[src/rtl/secuenciador_rtc.sv]
// secuenciador_rtc: sequences RTC bus accesses over the ten local
// time/date/timer registers (read sweep 0..9 or group write-back).
// Drives the local register index, the active-low hold-register load
// strobe and the write data mux, and hands each access to the byte
// engine through the tr_inicio / tr_listo handshake.
// Optional build macro: SEQ_TIMEOUT_EN (ESPERA timeout with ABORTA state).
module secuenciador_rtc #(
    parameter int TIMEOUT_CICLOS = 2000
) (
    input  logic       clk,
    input  logic       reset,
    input  logic       inicio_lectura,
    input  logic       inicio_escritura,
    input  logic [2:0] funcion_conf,
    input  logic [7:0] seg_hora,
    input  logic [7:0] min_hora,
    input  logic [7:0] hora_hora,
    input  logic [7:0] dia_fecha,
    input  logic [7:0] mes_fecha,
    input  logic [7:0] jahr_fecha,
    input  logic [7:0] dia_semana,
    input  logic [7:0] seg_timer,
    input  logic [7:0] min_timer,
    input  logic [7:0] hora_timer,
    input  logic       tr_listo,
    output logic       tr_inicio,
    output logic       tr_escribe,
    output logic [7:0] dir_rtc,
    output logic [7:0] dato_escritura,
    output logic [3:0] addr_mem_local,
    output logic       reg_rd,
    output logic       ocupado,
    output logic       fin,
    output logic       error_tiempo
);

    localparam logic [2:0] REPOSO    = 3'd0;
    localparam logic [2:0] CARGA     = 3'd1;
    localparam logic [2:0] SOLICITA  = 3'd2;
    localparam logic [2:0] ESPERA    = 3'd3;
    localparam logic [2:0] CAPTURA   = 3'd4;
    localparam logic [2:0] SIGUIENTE = 3'd5;
    localparam logic [2:0] FIN       = 3'd6;
`ifdef SEQ_TIMEOUT_EN
    localparam logic [2:0] ABORTA    = 3'd7;
    localparam logic [11:0] LIMITE   = 12'(TIMEOUT_CICLOS - 1);
`endif

    // Sequencer state: current index, last index of the latched range,
    // and direction of the whole sequence.
    logic [2:0] estado_q, estado_d;
    logic [3:0] idx_q, idx_d;
    logic [3:0] ultima_q, ultima_d;
    logic       escribe_q, escribe_d;

    // Registered outputs.
    logic       tr_inicio_q;
    logic       tr_escribe_q;
    logic [7:0] dir_rtc_q;
    logic [7:0] dato_q;
    logic [3:0] addr_q;
    logic       reg_rd_q;
    logic       ocupado_q;
    logic       fin_q;

    logic       en_secuencia_d;
    logic [7:0] dir_sel;
    logic [7:0] dato_sel;

`ifdef SEQ_TIMEOUT_EN
    logic [11:0] cnt_q, cnt_d;
    logic        error_q;
`endif

    // Next-state logic of the access sequencer.
    always_comb begin
        estado_d  = estado_q;
        idx_d     = idx_q;
        ultima_d  = ultima_q;
        escribe_d = escribe_q;
        case (estado_q)
            REPOSO: begin
                // Write request takes priority over a simultaneous read.
                if (inicio_escritura) begin
                    escribe_d = 1'b1;
                    case (funcion_conf)
                        3'b001: begin
                            idx_d    = 4'd0;
                            ultima_d = 4'd2;
                            estado_d = CARGA;
                        end
                        3'b010: begin
                            idx_d    = 4'd3;
                            ultima_d = 4'd6;
                            estado_d = CARGA;
                        end
                        3'b100: begin
                            idx_d    = 4'd7;
                            ultima_d = 4'd9;
                            estado_d = CARGA;
                        end
                        default: estado_d = FIN;
                    endcase
                end else if (inicio_lectura) begin
                    escribe_d = 1'b0;
                    idx_d     = 4'd0;
                    ultima_d  = 4'd9;
                    estado_d  = CARGA;
                end
            end
            CARGA:    estado_d = SOLICITA;
            SOLICITA: estado_d = ESPERA;
            ESPERA: begin
                if (tr_listo) begin
                    estado_d = CAPTURA;
                end
`ifdef SEQ_TIMEOUT_EN
                else if (cnt_q == LIMITE) begin
                    estado_d = ABORTA;
                end
`endif
            end
            CAPTURA: estado_d = SIGUIENTE;
            SIGUIENTE: begin
                if (idx_q < ultima_q) begin
                    idx_d    = idx_q + 4'd1;
                    estado_d = CARGA;
                end else begin
                    estado_d = FIN;
                end
            end
            FIN: estado_d = REPOSO;
`ifdef SEQ_TIMEOUT_EN
            ABORTA: estado_d = REPOSO;
`endif
            default: estado_d = REPOSO;
        endcase
    end

    // Local index to RTC register address map.
    always_comb begin
        dir_sel = '0;
        case (idx_d)
            4'd0: dir_sel = 8'h21;
            4'd1: dir_sel = 8'h22;
            4'd2: dir_sel = 8'h23;
            4'd3: dir_sel = 8'h24;
            4'd4: dir_sel = 8'h25;
            4'd5: dir_sel = 8'h26;
            4'd6: dir_sel = 8'h27;
            4'd7: dir_sel = 8'h41;
            4'd8: dir_sel = 8'h42;
            4'd9: dir_sel = 8'h43;
            default: dir_sel = '0;
        endcase
    end

    // Write data mux over the local registers.
    always_comb begin
        dato_sel = '0;
        case (idx_d)
            4'd0: dato_sel = seg_hora;
            4'd1: dato_sel = min_hora;
            4'd2: dato_sel = hora_hora;
            4'd3: dato_sel = dia_fecha;
            4'd4: dato_sel = mes_fecha;
            4'd5: dato_sel = jahr_fecha;
            4'd6: dato_sel = dia_semana;
            4'd7: dato_sel = seg_timer;
            4'd8: dato_sel = min_timer;
            4'd9: dato_sel = hora_timer;
            default: dato_sel = '0;
        endcase
    end

    assign en_secuencia_d = (estado_d == CARGA)   || (estado_d == SOLICITA) ||
                            (estado_d == ESPERA)  || (estado_d == CAPTURA)  ||
                            (estado_d == SIGUIENTE);

    // State registers.
    always_ff @(posedge clk) begin
        if (reset) begin
            estado_q  <= REPOSO;
            idx_q     <= '0;
            ultima_q  <= '0;
            escribe_q <= 1'b0;
        end else begin
            estado_q  <= estado_d;
            idx_q     <= idx_d;
            ultima_q  <= ultima_d;
            escribe_q <= escribe_d;
        end
    end

    // Outputs are decoded from the next state so each one is registered
    // and lines up with the state it belongs to.
    always_ff @(posedge clk) begin
        if (reset) begin
            tr_inicio_q  <= 1'b0;
            tr_escribe_q <= 1'b0;
            dir_rtc_q    <= '0;
            dato_q       <= '0;
            addr_q       <= '1;
            reg_rd_q     <= 1'b1;
            ocupado_q    <= 1'b0;
            fin_q        <= 1'b0;
        end else begin
            tr_inicio_q  <= (estado_d == SOLICITA);
            tr_escribe_q <= en_secuencia_d ? escribe_d : 1'b0;
            dir_rtc_q    <= en_secuencia_d ? dir_sel : 8'h00;
            addr_q       <= en_secuencia_d ? idx_d : 4'hF;
            reg_rd_q     <= !((estado_d == CAPTURA) && !escribe_d);
            ocupado_q    <= en_secuencia_d;
            fin_q        <= (estado_d == FIN);
            // Data is captured once per access so it stays stable until CAPTURA.
            if (estado_d == CARGA) begin
                dato_q <= dato_sel;
            end else if (!en_secuencia_d) begin
                dato_q <= '0;
            end
        end
    end

`ifdef SEQ_TIMEOUT_EN
    // Wait counter: cleared on entry to ESPERA, counts while waiting.
    always_comb begin
        cnt_d = cnt_q;
        if (estado_q == SOLICITA) begin
            cnt_d = '0;
        end else if (estado_q == ESPERA) begin
            cnt_d = cnt_q + 12'd1;
        end
    end

    // Timeout counter and abort pulse registers.
    always_ff @(posedge clk) begin
        if (reset) begin
            cnt_q   <= '0;
            error_q <= 1'b0;
        end else begin
            cnt_q   <= cnt_d;
            error_q <= (estado_d == ABORTA);
        end
    end

    assign error_tiempo = error_q;
`else
    logic timeout_unused;
    assign timeout_unused = ^TIMEOUT_CICLOS;
    assign error_tiempo   = 1'b0;
`endif

    assign tr_inicio      = tr_inicio_q;
    assign tr_escribe     = tr_escribe_q;
    assign dir_rtc        = dir_rtc_q;
    assign dato_escritura = dato_q;
    assign addr_mem_local = addr_q;
    assign reg_rd         = reg_rd_q;
    assign ocupado        = ocupado_q;
    assign fin            = fin_q;

endmodule
[config.mk]
export PLATFORM = sky130hd
export DESIGN_NAME = secuenciador_rtc
export DESIGN_NICKNAME = d
export VERILOG_FILES = /design/src/rtl/secuenciador_rtc.sv
export SDC_FILE = /design/constraint.sdc
export NUM_CORES = 1
export LEC_CHECK = 0
export ABC_AREA = 1
export BUFFER_PORTS_ARGS = -buffer_cell sky130_fd_sc_hd__buf_2
export CORE_ASPECT_RATIO = 0.6
export CORE_MARGIN = 2
export CORE_UTILIZATION = 30
export CTS_CLUSTER_SIZE = 30
export DETAILED_ROUTE_END_ITERATION = 6
export HOLD_SLACK_MARGIN = 0.05
export PLACE_DENSITY_LB_ADDON = 0.25
export RECOVER_POWER = 100
export SETUP_SLACK_MARGIN = 0.5
export SYNTH_ARGS = -nofsm -noshare
export SYNTH_HDL_FRONTEND = slang
export SYNTH_SLANG_ARGS = --single-unit
[constraint.sdc]
create_clock -name clk -period 4.2 [get_ports clk]
set_input_delay 0.42 -clock clk [delete_from_list [all_inputs] [get_ports clk]]
set_output_delay 0.42 -clock clk [all_outputs]
set_load 0.005 [all_outputs]
# Word level (Yosys, flattened, before mapping)
# Memories as Yosys holds them, arrays and structs flattened. A register that Yosys moved wholly into a read port is not among the register bits.
# Index checks and enable logic that the tools add are counted.
[totals] input_bits=88 ff_bits=37 output_inout_bits=26 word_cells=74 romBits=80 mem_count=1
[op_classes] magnitude_cmp=1 muxes=20 n_addsub=1 bitwise_logic=1 n_eq_ne=25 n_reduce_logical=13
[memory_table] name="(no name shown)" words=16 width=5 rd=1 rd_ports_with_merged_regs=1 write_ports=0 line="143" rtl="case (idx_d)"
[ops] op="$pmux 8 s10" n=1
[ops] op="$pmux 4 s3" n=2
[ops] op="$mux 4" n=5
[ops] op="$eq 3x3->1 const B" n=6
[ops] op="$pmux 3 s6" n=1
[ops] op="$eq 4x3->1 const B" n=4
[ops] op="$mux 8" n=2
[ops] op="$eq 3x2->1 const B" n=5
[ops] op="$mux 3" n=5
[ops] op="$eq 3x1->1 const B" n=3
[ops] op="$eq 4x2->1 const B" n=2
[ops] op="$eq 4x4->1 const B" n=2
[ops] op="$pmux 4 s2" n=1
[ops] op="$add 4x1->4 const B" n=1
[ops] op="$eq 4x1->1 const B" n=1
[ops] op="$logic_not 4->1" n=1
[ops] op="$logic_or 1x1->1" n=4
[ops] op="$lt 4x4->1" n=1
[ops] op="$ne 4x1->1 const B" n=1
[ops] op="$logic_not 3->1" n=1
[ops] op="$mux 1" n=3
[ops] op="$reduce_and 3->1" n=1
[ops] op="$reduce_or 3->1" n=1
[ops] op="$logic_not 1->1" n=2
[ops] op="5 further kinds" n=5

# Logic depth before layout (Yosys ltp)
[logic_depth] word_depth=12 depth_mapped=24 depth_no_buf=23

# Least setup slack after synthesis
# OpenSTA, ideal clock, no wires.
[synth_path] path_type="register to register" from="reg ultima_q[0]" to="reg dato_q[7], in the netlist dato_escritura[7]" setup_time_ns=0.069 stages_incl_launch_ff=21 period_less_slack_ns=2.730 path_buffers=2 required_ns=4.131 path_slack_ns=1.470 arrival_ns=2.661 cell_sequence="dfxtp_1 > inv_1 > ha_1 > a21oi_1 > nand2_1 > inv_1 > nor2_1 > nor2_1 > nand2_1 > nand2_1 > inv_1 > nor2_1 > ha_1 > clkbuf_1 > clkbuf_1 > nand4_1 > nand2_1 > nor2_1 > nand3_1 > nand2_1 > a21oi_2"
[synth_between] elab_chain_cells=9 elab_cells_between_ends=27 cone_classes="order compare (1); eq/ne (15); mux (6); reduce/logical (5)"
[synth_lines] element="start: declaration" line="53" rtl="logic [3:0] ultima_q, ultima_d;"
[synth_lines] element="start signal: assignment" line="190" rtl="ultima_q <= ultima_d;"
[synth_lines] element="$lt 4x4->1 *" line="125" rtl="if (idx_q < ultima_q) begin"
[synth_lines] element="$mux 3" line="125"
[synth_lines] element="$pmux 3 s6" line="81" rtl="case (estado_q)"
[synth_lines] element="$eq 3x1->1 / $eq 3x2->1 (equally long branches)" line="176, 216"
[synth_lines] element="$logic_or 1x1->1 (2 in a row)" line="176" rtl="assign en_secuencia_d = (estado_d == CARGA) || (estado_d == SOLICITA) ||"
[synth_lines] element="$logic_or 1x1->1 (2 in a row)" line="177" rtl="(estado_d == ESPERA) || (estado_d == CAPTURA) ||"
[synth_lines] element="$ne 2x1->1 (no line)"
[synth_lines] element="end signal: assignment" line="217" rtl="dato_q <= dato_sel;"
[synth_lines] element="end: declaration" line="60" rtl="logic [7:0] dato_q;"
# Mark *: on every way between the ends. The rest lies on a longest branch, timed or not.
# A chain may end at the register's enable or synchronous reset.

# Worst setup path after layout
[layout_path] from="reg estado_q[0]" to="reg dato_q[4], in the netlist dato_escritura[4]"
[layout_between] elab_chain_cells=9 elab_cells_between_ends=33 cone_classes="eq/ne (20); mux (7); reduce/logical (6)"
[layout_lines] element="start: declaration" line="51" rtl="logic [2:0] estado_q, estado_d;"
[layout_lines] element="start signal: assignment" line="188" rtl="estado_q <= estado_d;"
[layout_lines] element="$mux 3" line="104" rtl="end else if (inicio_lectura) begin"
[layout_lines] element="$mux 3" line="84" rtl="if (inicio_escritura) begin"
[layout_lines] element="$pmux 3 s6" line="81"
[layout_lines] element="$eq 3x1->1 / $eq 3x2->1 (equally long branches)" line="176, 216"
[layout_lines] element="$logic_or 1x1->1 (2 in a row)" line="176"
[layout_lines] element="$logic_or 1x1->1 (2 in a row)" line="177"
[layout_lines] element="$ne 2x1->1 (no line)"
# Parallel ways exist; a longest one is shown, timed or not.

==> flow_metrics.py <==
metrics = {
    "outcome": {
        "outcome": "finished with violations",
        "violations": "max-capacitance violations, max-slew violations",
    },
    "finish": {
        "multi_input_comb_area_mm2": 0.00151,
        "final_nets": 579,
        "antenna_cells": 0,
        "fillCellCount": 905,
        "postLayoutCellArea_mm2": 0.00316,
        "drive_gt1_share_pct": 25.2,
        "area_growth_pct": 24.3,
        "register_area_um2": 661,
    },
    "clock_tree": {
        "hold_buffers": 0,
        "root_buffer": "clkbuf_16",
        "cts_tree": "built",
        "cts_made_buffers": 5,
        "cts_buffer_depth": 2,
        "clock_latency_ns": 0.28,
        "cts_num_sinks": 33,
        "htreeDepth": 2,
        "clk_pin_slew_ns": 0.05,
    },
    "die": {
        "dieWidth_um": 123,
        "core_area_mm2": 0.00804,
        "start_util_pct": 31.6,
        "io_pins": 114,
        "die-height_um": 75.3,
        "die_area_mm2": 0.00924,
        "rows": 25,
    },
    "min_path": {
        "worst_hold_startpoint": "ultima_q[2]",
        "hp-class": "flop to flop",
        "min_to": "ultima_q[2]",
        "hold_depth": 2,
    },
    "pwr": {
        "p_leak_uw": 0.00165,
        "ir_drop_uv": 186,
        "powerDensity_mw_per_mm2": 528,
    },
    "sta": {
        "min_period_over_period_pct": 79.6,
        "slew_violations": 38,
        "finalSetupTns_ns": 0,
        "layout_min_cycle_time_ns": 3.34,
        "skew_ns": 0.00446,
        "slew-limit-headroom_pct": -5.73,
        "tightestPinTransition_ns": 1.59,
        "fmax_mhz": 299,
        "hold_viol": 0,
        "report.final.setup_viol": 0,
        "rsz0062_at_grt": "false",
    },
    "global_route": {
        "grt_pass1_wl_mm": 13.3,
        "grt_pass1_vias": 2656,
        "grtUsageTotal_pct": 19.0,
        "antenna_found_initial": 0,
        "grt_start_max_net_pins": 42,
        "globalRouteMet3Util_pct": 5.00,
        "grtUsageMet1_pct": 29.6,
        "gr-usage-met2_pct": 25.4,
        "grt_overflow": 0,
        "busiest_layer": "met1",
    },
    "routing": {
        "drt-initial-drc-count": 207,
        "wl_mm": 8.23,
        "via_per_inst": 4.91,
        "drtPass1Iterations": 5,
        "drc": 0,
        "routedWlPerCell_um": 13.9,
        "routed-via-count": 2907,
        "ant_nets": 0,
    },
    "worst_setup_path": {
        "cp-end-kind": "flop",
        "r2r-end": "dato_escritura[4]",
        "startpoint_type": "flop",
        "cpPeakStageDelay_ns": 1.12,
        "critPathRequiredTime_ns": 4.42,
        "crit_type": "flop to flop",
        "cpMaxStageDelayCell": "a21oi_2",
        "reg2reg_slack_ns": 0.86,
        "path_cells": "nor2_1 > nand2_1 > nor3_1 > inv_2 > nand2_1 > nor2_1 > a21oi_2 > nand4_1 > nand2_1 > nor2_1 > nand3_1 > nand2_1 > a21oi_2",
        "timing.rr.start": "estado_q[0]",
        "critical_path.max_fanout": 37,
        "reg2reg_depth": 13,
        "worst_path_most_repeated_cell": "nand2_1",
        "worstPathArrival_ns": 3.56,
    },
    "synthesis": {
        "synth.distinct_cells": 33,
        "synthCells": 387,
        "avgSynthCellArea_um2": 6.56,
        "async_reset_ff_share_pct": 0,
        "synth_seq_area_share_pct": 26.0,
        "ys_ff_latch": 33,
        "synth_edf_count": 0,
        "syn_area_mm2": 0.00254,
        "ys.flop_type": "dfxtp_1",
        "yosysWarnings": 0,
    },
    "placed_design": {
        "port_buffers": 109,
        "post_dp_cell_area_mm2": 0.00307,
        "place.gp.congestion": 0.906,
        "dp_hpwl_mm": 6.55,
    },
    "flow_run": {
        "drv_cap": 1,
    },
}
cell families (layout without fill, tap and decap cells):
family / Yosys count / count (layout) / share of synthesized area, %
AOI/OAI and AO/OA: 28 / 28 / 8.13
xor gates and xnor gates: 1 / 1 / 0.345
adders and majority gates: 8 / 8 / 3.94
buffers and inverters: 68 / 162 / 13.0
DFF: 33 / 33 / 26.0
other: 1 / 4 / 0.148
and+or+nand+nor: 248 / 248 / 48.4
placed cells by master (no fill, tap or decap), drive strengths merged:
| cell | netlist | routed |
|---|---|---|
| clkinv | 0 | 1 |
| conb | 1 | 4 |
| nand4 | 39 | 39 |
| nor3 | 3 | 3 |
| a211oi | 3 | 3 |
| ha | 8 | 8 |
| or2 | 1 | 1 |
| o22ai | 2 | 2 |
| a21oi | 17 | 17 |
| a21o | 1 | 1 |
| nand2 | 91 | 91 |
| nor2 | 42 | 42 |
| buf | 18 | 95 |
| inv | 44 | 44 |
| o21ai | 3 | 3 |
| dfxtp | 33 | 33 |
| clkbuf | 6 | 22 |
| xnor2 | 1 | 1 |
| nand3 | 72 | 72 |
| o21a | 2 | 2 |
flip-flops by register name, indices dropped and copies added, names as in the netlist:
name,cells
fin,1
tr_escribe,1
idx_q,4
reg_rd,1
addr_mem_local,4
estado_q,3
dir_rtc,5
ocupado,1
escribe_q,1
dato_escritura,8
tr_inicio,1
ultima_q,3
how the worst max path moves through the flow:
stage	endpoint	slack, ns	depth (start not counted)	start
after floorplan	dato_escritura[7]	1.47	20	ultima_q[0]
after global routing	dato_escritura[3]	0.45	13	estado_q[0]
final	dato_escritura[4]	0.86	13	estado_q[0]
after CTS	dato_escritura[6]	0.73	18	ultima_q[0]
after global placement	dato_escritura[1]	0.92	18	ultima_q[0]
after detailed placement	dato_escritura[2]	0.76	18	ultima_q[0]
area by class of cell:
cell class / count / area share, %
Clock buffer: 7 / 4.83
Clock inverter: 1 / 0.158
Inverter: 44 / 5.23
Multi-Input combinational cell: 289 / 47.7
Sequential cell: 33 / 20.9
Tap cell: 108 / 4.28
Timing Repair Buffer: 110 / 16.9
power by group:
group	leakage, uW	internal, uW	switching [uW]
Clock	0.0000799	251	133
Combinational	0.00130	261	562
Sequential	0.000270	408	51.3
Total	0.00165	920	746
metal layers:
metal | wire (um) | part of all wire (%) | vias up
li1 | - | - | 1475
met1 | 4360 | 53 | 1307
met2 | 3110 | 38 | 119
met3 | 692 | 8.4 | 6
met4 | 68 | 0.83 | 0
met5 | 0 | 0 | -
critical path, delay by kind of cell, from the launching register on:
family | cells | cell delay, ns
flops | 1 | 0.34
buf+inv | 1 | 0.06
compound gates | 2 | 1.25
simple gates | 10 | 1.62
synthesized netlist by cell type (4+ instances only):
cell | instances | area [um^2]
a21oi_1 | 6 | 30.0
a21oi_2 | 10 | 87.6
buf_2 | 6 | 30.0
buf_4 | 4 | 30.0
buf_6 | 7 | 78.8
clkbuf_1 | 6 | 22.5
dfxtp_1 | 33 | 661
ha_1 | 8 | 100
inv_1 | 39 | 146
inv_2 | 5 | 18.8
nand2_1 | 87 | 327
nand3_1 | 70 | 350
nand4_1 | 39 | 244
nor2_1 | 34 | 128
per-stage QoR:
stage	setup slack [ns]	utilization [%]	instances	power (uW)	hold slack (ns)
floorplan	1.47	-	390	1080	0.433
global placement	0.917	38.2	584	1340	0.461
detailed placement	0.763	38.2	584	1340	0.461
CTS	0.735	40.2	592	1730	0.469
global route	0.450	39.3	592	1820	0.497
finish	0.859	39.3	592	1670	0.463
what timing repair did:
item                       CTS  global route
buffers inserted             0             0
gates resized for setup      0             1
setup endpoints to repair    0             8
No activity file was read; power rests on OpenSTA's default activity.
